## config.mk

```make
export PLATFORM = sky130hd
export DESIGN_NAME = pipeline_hazard_ctrl
export DESIGN_NICKNAME = d
export VERILOG_FILES = /design/src/rtl/proc_ctrl_pkg.sv /design/src/rtl/hazard_src_decode.sv /design/src/rtl/pipeline_hazard_ctrl.sv
export SDC_FILE = /design/constraint.sdc
export NUM_CORES = 1
export LEC_CHECK = 0
export CAP_MARGIN = 0
export CORE_ASPECT_RATIO = 0.9
export CORE_MARGIN = 4
export CORE_UTILIZATION = 33
export DETAILED_ROUTE_END_ITERATION = 12
export PLACE_DENSITY_LB_ADDON = 0.3
export SYNTH_ARGS = -nofsm -noshare
export SYNTH_HDL_FRONTEND = slang
export SYNTH_HIERARCHICAL = 1
export SYNTH_SLANG_ARGS = --single-unit
```

## constraint.sdc

```tcl
create_clock -name clock -period 3.2 [get_ports clock]
set_clock_uncertainty 0.1 [all_clocks]
set_input_delay 0.64 -clock clock [delete_from_list [all_inputs] [get_ports clock]]
set_output_delay 0.64 -clock clock [all_outputs]
set_load 0.02 [all_outputs]
```

## src/rtl/proc_ctrl_pkg.sv

```systemverilog
// -----------------------------------------------------------------------------
// proc_ctrl_pkg
//   Shared constants and types for the pipeline hazard controller: instruction
//   opcodes, ALUOp codes for the multdiv unit, the multdiv FSM encoding, the
//   decoded-source bundle and the hold/nop/start control bundle.
// -----------------------------------------------------------------------------
package proc_ctrl_pkg;

    // Primary opcodes, insn[31:27]
    localparam logic [4:0] OP_ALU  = 5'b00000;
    localparam logic [4:0] OP_J    = 5'b00001;
    localparam logic [4:0] OP_BNE  = 5'b00010;
    localparam logic [4:0] OP_JAL  = 5'b00011;
    localparam logic [4:0] OP_JR   = 5'b00100;
    localparam logic [4:0] OP_ADDI = 5'b00101;
    localparam logic [4:0] OP_BLT  = 5'b00110;
    localparam logic [4:0] OP_SW   = 5'b00111;
    localparam logic [4:0] OP_LW   = 5'b01000;
    localparam logic [4:0] OP_SETX = 5'b10101;
    localparam logic [4:0] OP_BEX  = 5'b10110;

    // ALUOp field, insn[6:2], for R-type multdiv
    localparam logic [4:0] ALUOP_MULT = 5'b00110;
    localparam logic [4:0] ALUOP_DIV  = 5'b00111;

    // bex implicitly tests the status register
    localparam logic [4:0] REG_STATUS = 5'd30;

    typedef enum logic [1:0] {
        ST_IDLE = 2'b00,
        ST_BUSY = 2'b01,
        ST_DONE = 2'b10
    } md_state_e;

    // Register sources read by the decode-stage instruction
    typedef struct packed {
        logic [4:0] src1;
        logic [4:0] src2;
        logic       src1_v;
        logic       src2_v;
    } hazard_src_t;

    // Pipeline control outputs, bundled so they can be cleared in one place
    typedef struct packed {
        logic hold_fd;
        logic hold_dx;
        logic nop_dx;
        logic nop_xm;
        logic flush_fd;
        logic md_mult;
        logic md_div;
        logic md_busy;
        logic md_timeout;
    } ctrl_t;

endpackage : proc_ctrl_pkg

```

## src/rtl/hazard_src_decode.sv

```systemverilog
// -----------------------------------------------------------------------------
// hazard_src_decode
//   Combinational decode of the F/D instruction into the set of registers it
//   reads, used for load-use detection.
// Ports
//   insn_i  in  32  instruction in the F/D latch
//   src_o   out     {src1, src2, src1_v, src2_v}
// -----------------------------------------------------------------------------
module hazard_src_decode
    import proc_ctrl_pkg::*;
(
    input  logic [31:0] insn_i,
    output hazard_src_t src_o
);

    logic [4:0] op;
    logic [4:0] rd;
    logic [4:0] rs;
    logic [4:0] rt;

    assign op = insn_i[31:27];
    assign rd = insn_i[26:22];
    assign rs = insn_i[21:17];
    assign rt = insn_i[16:12];

    // Immediate / shamt / ALUOp bits carry no register sources
    logic unused_low_bits;
    assign unused_low_bits = ^insn_i[11:0];

    always_comb begin
        // NOTE: every field gets a default before the case so no path leaves
        // a value unassigned, which would otherwise infer a latch.
        src_o = '0;
        unique case (op)
            OP_ALU: begin
                src_o.src1   = rs;
                src_o.src1_v = 1'b1;
                src_o.src2   = rt;
                src_o.src2_v = 1'b1;
            end
            OP_ADDI, OP_LW: begin
                src_o.src1   = rs;
                src_o.src1_v = 1'b1;
            end
            // sw stores rd; bne/blt compare rd against rs
            OP_SW, OP_BNE, OP_BLT: begin
                src_o.src1   = rs;
                src_o.src1_v = 1'b1;
                src_o.src2   = rd;
                src_o.src2_v = 1'b1;
            end
            OP_JR: begin
                src_o.src1   = rd;
                src_o.src1_v = 1'b1;
            end
            OP_BEX: begin
                src_o.src1   = REG_STATUS;
                src_o.src1_v = 1'b1;
            end
            default: ;  // j, jal, setx and unknown opcodes read nothing
        endcase
    end

endmodule : hazard_src_decode

```

## src/rtl/pipeline_hazard_ctrl.sv

```systemverilog
// -----------------------------------------------------------------------------
// pipeline_hazard_ctrl
//   Hazard and multdiv sequencing for the 5-stage pipeline: load-use stalls,
//   wrong-path squash on taken branches/jumps, and the multi-cycle mult/div
//   handshake that freezes F/D and D/X while the unit is busy.
// Ports
//   clock, reset                 rising-edge clock, async active-high reset
//   d_insn, x_insn, x_valid      decode / execute instructions, X validity
//   branch_taken, md_ready       X-stage redirect, multdiv result valid
//   hold_fd, hold_dx             freeze PC+F/D, freeze D/X
//   nop_dx, nop_xm, flush_fd     insert nop into D/X, X/M, F/D next edge
//   md_mult, md_div              one-cycle multdiv start pulses
//   md_busy, md_timeout          FSM in BUSY, BUSY ended by timeout
//   state                        FSM state (debug)
// -----------------------------------------------------------------------------
module pipeline_hazard_ctrl
    import proc_ctrl_pkg::*;
#(
    parameter int MD_TIMEOUT = 40,
    parameter int CNT_W      = 6
) (
    input  logic        clock,
    input  logic        reset,
    input  logic [31:0] d_insn,
    input  logic [31:0] x_insn,
    input  logic        x_valid,
    input  logic        branch_taken,
    input  logic        md_ready,
    output logic        hold_fd,
    output logic        hold_dx,
    output logic        nop_dx,
    output logic        nop_xm,
    output logic        flush_fd,
    output logic        md_mult,
    output logic        md_div,
    output logic        md_busy,
    output logic        md_timeout,
    output logic [1:0]  state
);

    md_state_e        state_q, state_d;
    logic [CNT_W-1:0] cnt_q, cnt_d;
    ctrl_t            ctrl;

    // Execute-stage fields
    logic [4:0] x_op;
    logic [4:0] x_rd;
    logic [4:0] x_aluop;
    assign x_op    = x_insn[31:27];
    assign x_rd    = x_insn[26:22];
    assign x_aluop = x_insn[6:2];

    logic unused_x_bits;
    assign unused_x_bits = ^{x_insn[21:7], x_insn[1:0]};

    logic x_mult;
    logic x_div;
    assign x_mult = x_valid && (x_op == OP_ALU) && (x_aluop == ALUOP_MULT);
    assign x_div  = x_valid && (x_op == OP_ALU) && (x_aluop == ALUOP_DIV);

    hazard_src_t d_src;

    hazard_src_decode u_src_decode (
        .insn_i (d_insn),
        .src_o  (d_src)
    );

    // r0 is hard-wired zero, so a load into it never produces a dependency
    logic load_use;
    assign load_use = x_valid && (x_op == OP_LW) && (x_rd != 5'd0) &&
                      ((d_src.src1_v && (d_src.src1 == x_rd)) ||
                       (d_src.src2_v && (d_src.src2 == x_rd)));

    // NOTE: state registers use non-blocking assignment so every flop samples
    // the pre-edge values; blocking here would create ordering races.
    always_ff @(posedge clock or posedge reset) begin
        if (reset) begin
            state_q <= ST_IDLE;
            cnt_q   <= '0;
        end else begin
            state_q <= state_d;
            cnt_q   <= cnt_d;
        end
    end

    always_comb begin
        state_d = state_q;
        cnt_d   = cnt_q;
        ctrl    = '0;
        unique case (state_q)
            ST_IDLE: begin
                if (x_mult || x_div) begin
                    ctrl.md_mult = x_mult;
                    ctrl.md_div  = x_div;
                    ctrl.hold_fd = 1'b1;
                    ctrl.hold_dx = 1'b1;
                    ctrl.nop_xm  = 1'b1;
                    cnt_d        = '0;
                    state_d      = ST_BUSY;
                end else if (branch_taken) begin
                    // D holds a wrong-path instruction: squash it rather than stall
                    ctrl.flush_fd = 1'b1;
                    ctrl.nop_dx   = 1'b1;
                end else if (load_use) begin
                    ctrl.hold_fd = 1'b1;
                    ctrl.nop_dx  = 1'b1;
                end
            end
            ST_BUSY: begin
                ctrl.hold_fd = 1'b1;
                ctrl.hold_dx = 1'b1;
                ctrl.nop_xm  = 1'b1;
                ctrl.md_busy = 1'b1;
                cnt_d        = cnt_q + CNT_W'(1);
                if (md_ready) begin
                    state_d = ST_DONE;
                end else if (cnt_q == CNT_W'(MD_TIMEOUT - 1)) begin
                    ctrl.md_timeout = 1'b1;
                    state_d         = ST_DONE;
                end
            end
            ST_DONE: begin
                // One open cycle lets the multdiv result advance into X/M
                cnt_d   = '0;
                state_d = ST_IDLE;
            end
            default: begin
                state_d = ST_IDLE;
            end
        endcase
    end

    // Controls are combinational; force them quiet while reset is asserted
    ctrl_t ctrl_out;
    assign ctrl_out = reset ? '0 : ctrl;

    assign hold_fd    = ctrl_out.hold_fd;
    assign hold_dx    = ctrl_out.hold_dx;
    assign nop_dx     = ctrl_out.nop_dx;
    assign nop_xm     = ctrl_out.nop_xm;
    assign flush_fd   = ctrl_out.flush_fd;
    assign md_mult    = ctrl_out.md_mult;
    assign md_div     = ctrl_out.md_div;
    assign md_busy    = ctrl_out.md_busy;
    assign md_timeout = ctrl_out.md_timeout;
    assign state      = state_q;

endmodule : pipeline_hazard_ctrl

```

; ---- After elaboration in Yosys (flattened, before gate mapping)
; Index checks and enable logic that the tools add are counted.
[classes]
add_sub_neg = 1
multipliers = 0
n_div = 0
n_lt_le_gt_ge = 0
eq_ne = 17
shift = 0
muxes = 27
n_bitwise = 0
n_reduce_logical = 21
[ops]
columns = operator, n
row1 = equality test 5 x 3 -> 1 bit (second input constant), 6
row2 = one-hot mux 6 bit (3 select lines), 1
row3 = one-hot mux 5 bit (3 select lines), 1
row4 = 2-to-1 mux 1 bit, 13
row5 = equality test 5 x 4 -> 1 bit (second input constant), 2
row6 = equality test 5 bit, 2
row7 = zero test 5 bit, 2
row8 = 2-to-1 mux 2 bit, 5
row9 = one-hot mux 5 bit (2 select lines), 1
row10 = 2-to-1 mux 9 bit, 1
row11 = logical AND 1 bit, 8
row12 = one-hot mux 2 bit (2 select lines), 2
row13 = OR reduction 8 bit, 1
row14 = adder 6 x 1 -> 6 bit (second input constant), 1
row15 = equality test 6 bit (second input constant), 1
row16 = 2-to-1 mux 6 bit, 1
row17 = OR reduction 6 bit, 1
row18 = equality test 5 x 2 -> 1 bit (second input constant), 1
row19 = equality test 5 bit (second input constant), 1
row20 = nonzero test 5 bit, 1
row21 = AND reduction 2 bit, 2
row22 = OR reduction 4 bit, 1
row23 = 2-to-1 mux 3 bit, 1
row24 = != test 3 bit (second input constant), 1
row25 = other kinds (8), 9
[word_totals]
ff_bits = 8
latchBits = 0
mem_bits_rw = 0
rom_bits = 0
in_bits = 69
output_inout_bits = 11
word_cells = 68
mem_count = 0

; ---- Depth between registers and ports, before layout
; Gate-level depths: netlist (run 1).
[logic_depth]
ltp_word = 12
mapped_depth = 7

; ---- Modules after synthesis
; Netlist (run 1), hierarchy kept.
[by_module_without_submodules]
columns = mod, n_inst, cells_per_inst, area_each_um2, seq_area_each_um2
row1 = pipeline_hazard_ctrl, 1, 82, 755.7, 200.2
row2 = hazard_src_decode, 1, 22, 219.0, 0.0

; ---- Least setup slack after synthesis (run 1)
; Ideal clock, no wire load.
[synth_timing]
kind = input-to-output
startpoint = in d_insn[27]
endpoint = out nop_dx
t_arrival_ns = 2.723
required_time_ns = 2.460
path_slack_ns = -0.263
cell_stages = 7
n_path_buf = 0
path_cell_list = mux2i_1 -> o22ai_4 -> a221o_1 -> xor2_1 -> nor4_1 -> a32oi_1 -> o41ai_1
[synth_lines]
columns = element, line
row1 = from (decl), pipeline_hazard_ctrl.sv:24  ; input logic [31:0] d_insn,
row2 = to (decl), pipeline_hazard_ctrl.sv:31  ; output logic nop_dx,

==> results of run 1 <==
[cells in the mapped netlist, types with 2 or more instances]
library cell,number,area (um^2)
a221o_1,4,40.0
o21ai_0,2,10.0
nand2b_1,2,12.5
a21oi_1,3,15.0
xnor2_1,3,26.3
nor4bb_1,2,20.0
a22o_1,6,52.6
a32o_1,2,20.0
nor2_1,6,22.5
xor2_1,8,70.1
nor4_1,2,12.5
nor3b_1,2,15.0
inv_1,5,18.8
mux2i_1,2,20.0
dfrtp_1,8,200
or3_1,2,12.5
nand2_1,5,18.8
nor4b_4,2,47.6
nand3_1,5,25.0
[worst max-delay path, cell delays in order]
cell and delay [ns]:
buf_8 0.10, buf_6 0.10, or3_4 0.35, o22ai_4 0.22, a221o_1 0.20, xor2_1 0.07, nor4_2 0.36, a32oi_2 0.21
o41ai_2 0.31, buf_4 0.19
[kinds of logic (layout without fill, tap and decap cells)]
| family | count (synthesis) | after routing | synth area share (%) |
|---|---|---|---|
| AND/OR/NAND/NOR | 43 | 43 | 33.5 |
| multiplexers | 3 | 3 | 3.59 |
| buffers and inverters | 10 | 83 | 4.49 |
| adder cells (fa/ha/maj) | 1 | 1 | 1.28 |
| flip-flops | 8 | 8 | 20.5 |
| AO/OA/AOI/OAI | 28 | 28 | 26.7 |
| XOR/XNOR | 11 | 11 | 9.89 |
[final timing paths]
path | startpoint | endpoint | slack [ns] | cells past startpoint
max | d_insn[27] | nop_dx | -0.29 | 10
min | cnt_q[1] | cnt_q[1] | 0.46 | 1
max reg2reg | cnt_q[0] | state[0] | 1.59 | 5
min reg2reg | cnt_q[1] | cnt_q[1] | 0.46 | 1
max in group asynchronous | reset | cnt_q[4] | 2.21 | 2
min in group asynchronous | reset | cnt_q[3] | 0.55 | 2
[report_power, final]
group / internal [mW] / switching (mW) / total, mW
sequential: 0.111 / 0.0129 / 0.124
combinational: 0.0920 / 0.0579 / 0.150
clock: 0.0431 / 0.0364 / 0.0794
total: 0.247 / 0.107 / 0.354
[registers in the layout (all words and copies together), names as in the netlist]
name   count
state      2
cnt_q      6
[cell type report]
type	count	area [um^2]	share of cell area, %
multi-input cells	86	769	44.8
repair buffers	74	654	38.1
flip-flops and latches	8	200	11.6
well taps	40	50.0	2.91
clock buffers	3	22.5	1.31
inverters	6	22.5	1.31
[through the flow]
step | util [%] | instances | area, um^2 | hold slack (ns)
2_1_floorplan | - | 104 | 990 | 0.356
3_3_place_gp | 60.0 | 211 | 1680 | 0.412
3_5_place_dp | 60.0 | 211 | 1680 | 0.443
4_1_cts | 61.1 | 217 | 1710 | 0.459
5_1_grt | 61.6 | 217 | 1720 | 0.481
6_report | 61.6 | 217 | 1720 | 0.463
[per-layer routing]
layer	up-vias	part of all wire, %	wire length (um)	track usage (%)
met5	-	0	0	0
met1	546	42	1350	20.0
met2	50	50	1630	33.0
met3	4	7.7	249	4.17
met4	0	0.52	17	2.07
li1	555	-	-	-
[cell usage in the layout (no fill, tap or decap), types with 2 or more instances in the layout]
cell,Yosys,routed
clkdlybuf4s50_1,0,38
buf_4,1,25
xor2_1,8,8
dfrtp_1,8,8
nor2_1,6,6
a22o_1,6,6
inv_1,5,5
nand2_1,5,5
nand3_1,5,5
buf_2,1,4
dlygate4sd2_1,0,4
a221o_1,4,4
a21oi_1,3,3
xnor2_1,3,3
clkbuf_4,0,3
nor4b_4,2,2
a32o_1,2,2
o21ai_0,2,2
nor4bb_1,2,2
nor3b_1,2,2
nor4_2,0,2
or3_1,2,2
nand2b_1,2,2
[timing repair]
item / CTS / global route
resized for setup: 39 / 6
setup buffers: 3 / 0
endpoints found under the setup margin: 7 / 3
pin swaps: 8 / 7
==> reports/qor.csv, run 1 <==
stage;metric;value;unit
drt;wirelength, routed;3.24;mm
sta;RSZ-0062 raised after global routing;true;
sta;setup total negative slack;-0.482;ns
clock_network;clock tree sinks;8;
place;Port Buffers;50;
worst_setup_path;CP Launch Type;primary input;
place;GPL Wtd Cong;0.786;
job;max_cap viols;0;
outcome;violated checks;negative setup slack;
place;pre-CTS setup slack;-1.21;ns
global_routing;GRT Overall Usage;17.3;%
worst_setup_path;CP Class;primary input to primary output;
sta;setup violators final;2;
synthesis;syn nets;174;
worst_setup_path;Worst EP arrival;2.75;ns
sta;Max-slew headroom;69.1;%
outcome;status;complete, but fails checks;
floorplan;Die X;65.3;um
global_routing;largest net degree at the start of global routing;15;
sta;worst slew pin tran;0.464;ns
synthesis;EDFF count, synth;0;
synthesis;post-synthesis sequential area ratio;20.5;%
floorplan;total I/O pin count;80;
clock_network;cts hold-fix bufs;0;
layout;layout cell share with drive strength beyond 1;29.4;%
clock_network;CTS Root Cell;clkbuf_4;
floorplan;chip height;59.6;um
power;Final Total Pwr;0.354;mW
global_routing;global route total overflow;0;
floorplan;Initial Utilization;34.9;%
drt;Vias;1155;
drt;DR iter-0 viols;34;
floorplan;Core ar.;0.00279;mm^2
synthesis;Post-synth top flop;dfrtp_1;
synthesis;syn_area_per_cell;9.37;um^2
sta;min Tclk post-route;3.49;ns
synthesis;Synth warnings;6;
sta;max-slew violations;0;
drt;DR pass1 iterations;4;
synthesis;Post-Syn Area;975;um^2
drt;post-route antenna net violation count;0;
worst_setup_path;Required @ worst endpoint;2.46;ns
global_routing;vias in the first global route;1202;
power;LEAKAGE;0.737;nW
place;Detail Placement HPWL;2.69;mm
floorplan;Die ar.;0.00389;mm^2
drt;via-per-instance ratio;5.32;
layout;final layout net count;249;
drt;Avg WL per Cell;14.9;um
drt;drt drc;0;
sta;final worst setup slack;-0.291;ns
synthesis;ys async rst share;100;%
sta;fin crit share;109;%
clock_network;Worst-path clk slew;0.06;ns
worst_setup_path;Worst Setup End Kind;primary output;
min_path;hold crit path type;flop to flop;
synthesis;FF+latch count, synth;8;
clock_network;worst skew pair latency;0.26;ns
clock_network;CTS Buf Count;3;
power;pwr/cell area;206;mW/mm^2
global_routing;first-pass GRT wire length;5.29;mm
clock_network;CTS max path bufs;2;
worst_setup_path;crit path max fanout;6;
layout;P&R area growth vs syn;76.4;%
layout;Fillers;250;
clock_network;TritonCTS clock tree;yes;
floorplan;Std-Cell Rows;18;
sta;Final Hold Viols;0;
clock_network;H-Tree Depth;1;
layout;antenna cell count;0;
synthesis;Yosys cell types;52;
sta;FMAX;286;MHz
synthesis;post-synthesis cell count;104;
global_routing;initial antenna violation count;0;
power;Peak VDD IR;0.161;mV
Note: power is estimated with default switching activity, not from simulation.
==> run 2, diff against run 1 <==
Settings changed: CELL_PAD_IN_SITES_DETAIL_PLACEMENT set to 1, CELL_PAD_IN_SITES_GLOBAL_PLACEMENT set to 2, CORE_UTILIZATION 33 to 17.
==> reports/qor.csv, run 2 (synthesis gave the netlist of run 1 again) <==
stage;metric;value;unit;change
layout;sequential cell area;200;um^2;unchanged
clock_network;clock tree sinks;8;;unchanged
drt;via-per-instance ratio;4.71;;-12%
sta;FMAX;288;MHz;+0.66%
layout;max reg flops;6;;unchanged
place;Cells after DPL;242;;+15%
drt;DR pass1 iterations;6;;+2
clock_network;CTS Root Cell;clkbuf_8;;
global_routing;initial antenna violation count;0;;unchanged
floorplan;Initial Utilization;18.0;%;-17 points
sta;max-slew violations;0;;unchanged
place;Detail Placement HPWL;3.32;mm;+24%
layout;P&R area growth vs syn;90.4;%;
worst_setup_path;CP dominant cell by count;buf_4;;
drt;Avg WL per Cell;15.9;um;+6.3%
layout;commonest non-fill, non-tap cells in the layout;clkdlybuf4s50_1, buf_4, xor2_1, dfrtp_1;;
power;Peak VDD IR;0.125;mV;-22%
power;pwr/cell area;220;mW/mm^2;+6.7%
clock_network;Worst-path clk slew;0.04;ns;-0.02 ns
sta;Max-slew headroom;71.0;%;+1.9 points
floorplan;Die X;87.8;um;+35%
sta;Final Hold Viols;0;;unchanged
floorplan;chip height;79.8;um;+34%
worst_setup_path;Critical Path Slowest Stage Cell;nor4_2;;
clock_network;worst skew pair latency;0.23;ns;-0.03 ns
clock_network;cts hold-fix bufs;0;;unchanged
global_routing;first-pass GRT wire length;6.29;mm;+19%
floorplan;Core ar.;0.00541;mm^2;+94%
global_routing;largest net degree at the start of global routing;14;;-1
clock_network;H-Tree Depth;1;;unchanged
floorplan;Std-Cell Rows;25;;+7
drt;Vias;1186;;+2.7%
worst_setup_path;CP Class;primary input to primary output;;
layout;antenna cell count;0;;unchanged
floorplan;Die ar.;0.00701;mm^2;+80%
worst_setup_path;Worst R2R Setup Slack;1.51;ns;-0.08 ns
worst_setup_path;crit path max fanout;4;;-2
layout;multi-input logic area;774;um^2;+0.65%
place;Port Buffers;50;;unchanged
sta;fin crit share;108;%;-0.71 points
outcome;status;complete, but fails checks;;
clock_network;CTS max path bufs;2;;unchanged
place;GPL Wtd Cong;0.858;;+9.2%
layout;layout cell share with drive strength beyond 1;31.9;%;+2.5 points
layout;Fillers;621;;+150%
worst_setup_path;crit-path cells;buf_6, or2_4, nor4b_4, buf_4, a221o_1, xor2_1, nor4_2, a32oi_2, o41ai_2, buf_4;;
worst_setup_path;CP peak stage delay;0.33;ns;-0.03 ns
power;LEAKAGE;0.808;nW;+9.7%
drt;wirelength, routed;4.00;mm;+23%
worst_setup_path;Worst Setup End Kind;primary output;;
layout;most common cell after layout, fill and taps aside;clkdlybuf4s50_1;;
drt;drt drc;0;;unchanged
job;max_cap viols;0;;unchanged
layout;Reg with most FFs;cnt_q;;
global_routing;GRT Overall Usage;11.4;%;-5.9 points
floorplan;total I/O pin count;80;;unchanged
outcome;violated checks;negative setup slack;;
global_routing;global route total overflow;0;;unchanged
power;Final Total Pwr;0.407;mW;+15%
min_path;hold crit path type;flop to flop;;
layout;fin cells;252;;+16%
clock_network;CTS Buf Count;3;;unchanged
sta;worst slew pin tran;0.429;ns;-0.0341 ns
global_routing;vias in the first global route;1265;;+5.2%
worst_setup_path;Worst EP arrival;2.73;ns;-0.02 ns
clock_network;TritonCTS clock tree;yes;;
sta;setup violators final;2;;unchanged
sta;RSZ-0062 raised after global routing;true;;
drt;post-route antenna net violation count;0;;unchanged
drt;DR iter-0 viols;22;;-35%
sta;min Tclk post-route;3.47;ns;-0.0228 ns
worst_setup_path;CP Launch Type;primary input;;
layout;final layout net count;257;;+3.2%
sta;final worst setup slack;-0.268;ns;+0.0228 ns
worst_setup_path;Required @ worst endpoint;2.46;ns;about the same
-- run 2: final timing paths --
kind	start	cells past startpoint	end
worst max-delay path	d_insn[30]	10	nop_dx
worst min-delay path	cnt_q[1]	1	cnt_q[1]
worst max register to register	cnt_q[0]	5	state[0]
worst min register to register	cnt_q[1]	1	cnt_q[1]
max in group asynchronous	reset	2	cnt_q[5]
min in group asynchronous	reset	2	cnt_q[0]
-- run 2: final cells by class --
class                           instances  share of cell area (%)
Multi-Input combinational cell         86                    41.7
Timing Repair Buffer                   82                    39.5
Sequential cell                         8                    10.8
Tap cell                               67                    4.52
Inverter                                6                    1.21
Clock buffer                            3                    2.23
-- run 2: routing by layer --
layer  track usage (%)  routed length, um  vias up
met5                 0                  0        -
met4             0.920                  0        0
met3              2.06                187        0
met2              19.3               2030       32
met1              15.5               1790      586
li1                  -                  -      568
-- run 2: metrics by stage --
| step | util (%) | hold slack [ns] | setup WS, ns | TNS (ns) | cell area [um^2] |
|---|---|---|---|---|---|
| finish | 34.3 | 0.437 | -0.268 | -0.496 | 1860 |
| global route | 34.3 | 0.486 | -0.408 | -0.758 | 1860 |
| CTS | 33.4 | 0.435 | -0.333 | -0.578 | 1810 |
| detailed placement | 32.2 | 0.420 | -1.25 | -3.15 | 1740 |
| global placement | 32.2 | 0.410 | -1.17 | -2.83 | 1740 |
| floorplan | - | 0.356 | -0.0332 | -0.0332 | 990 |
-- run 2: power by group --
part | switching, mW | internal (mW) | total [mW]
clock network | 0.0417 | 0.0817 | 0.123
logic | 0.0613 | 0.0973 | 0.159
registers | 0.0135 | 0.112 | 0.125
-- run 2: what timing repair did --
item                                    in CTS  in global routing
endpoints found under the setup margin       7                  4
resized for setup                           44                  5
gates cloned                                 0                  0
pin swaps                                    9                  5
buffers inserted                             3                  4
-- run 2: critical path, delay by kind of cell --
| family | cells | cell delay, ns |
|---|---|---|
| xor gates and xnor gates | 1 | 0.08 |
| AOI/OAI and AO/OA | 3 | 0.63 |
| and+or+nand+nor | 3 | 0.92 |
| buffers and inverters | 3 | 0.46 |
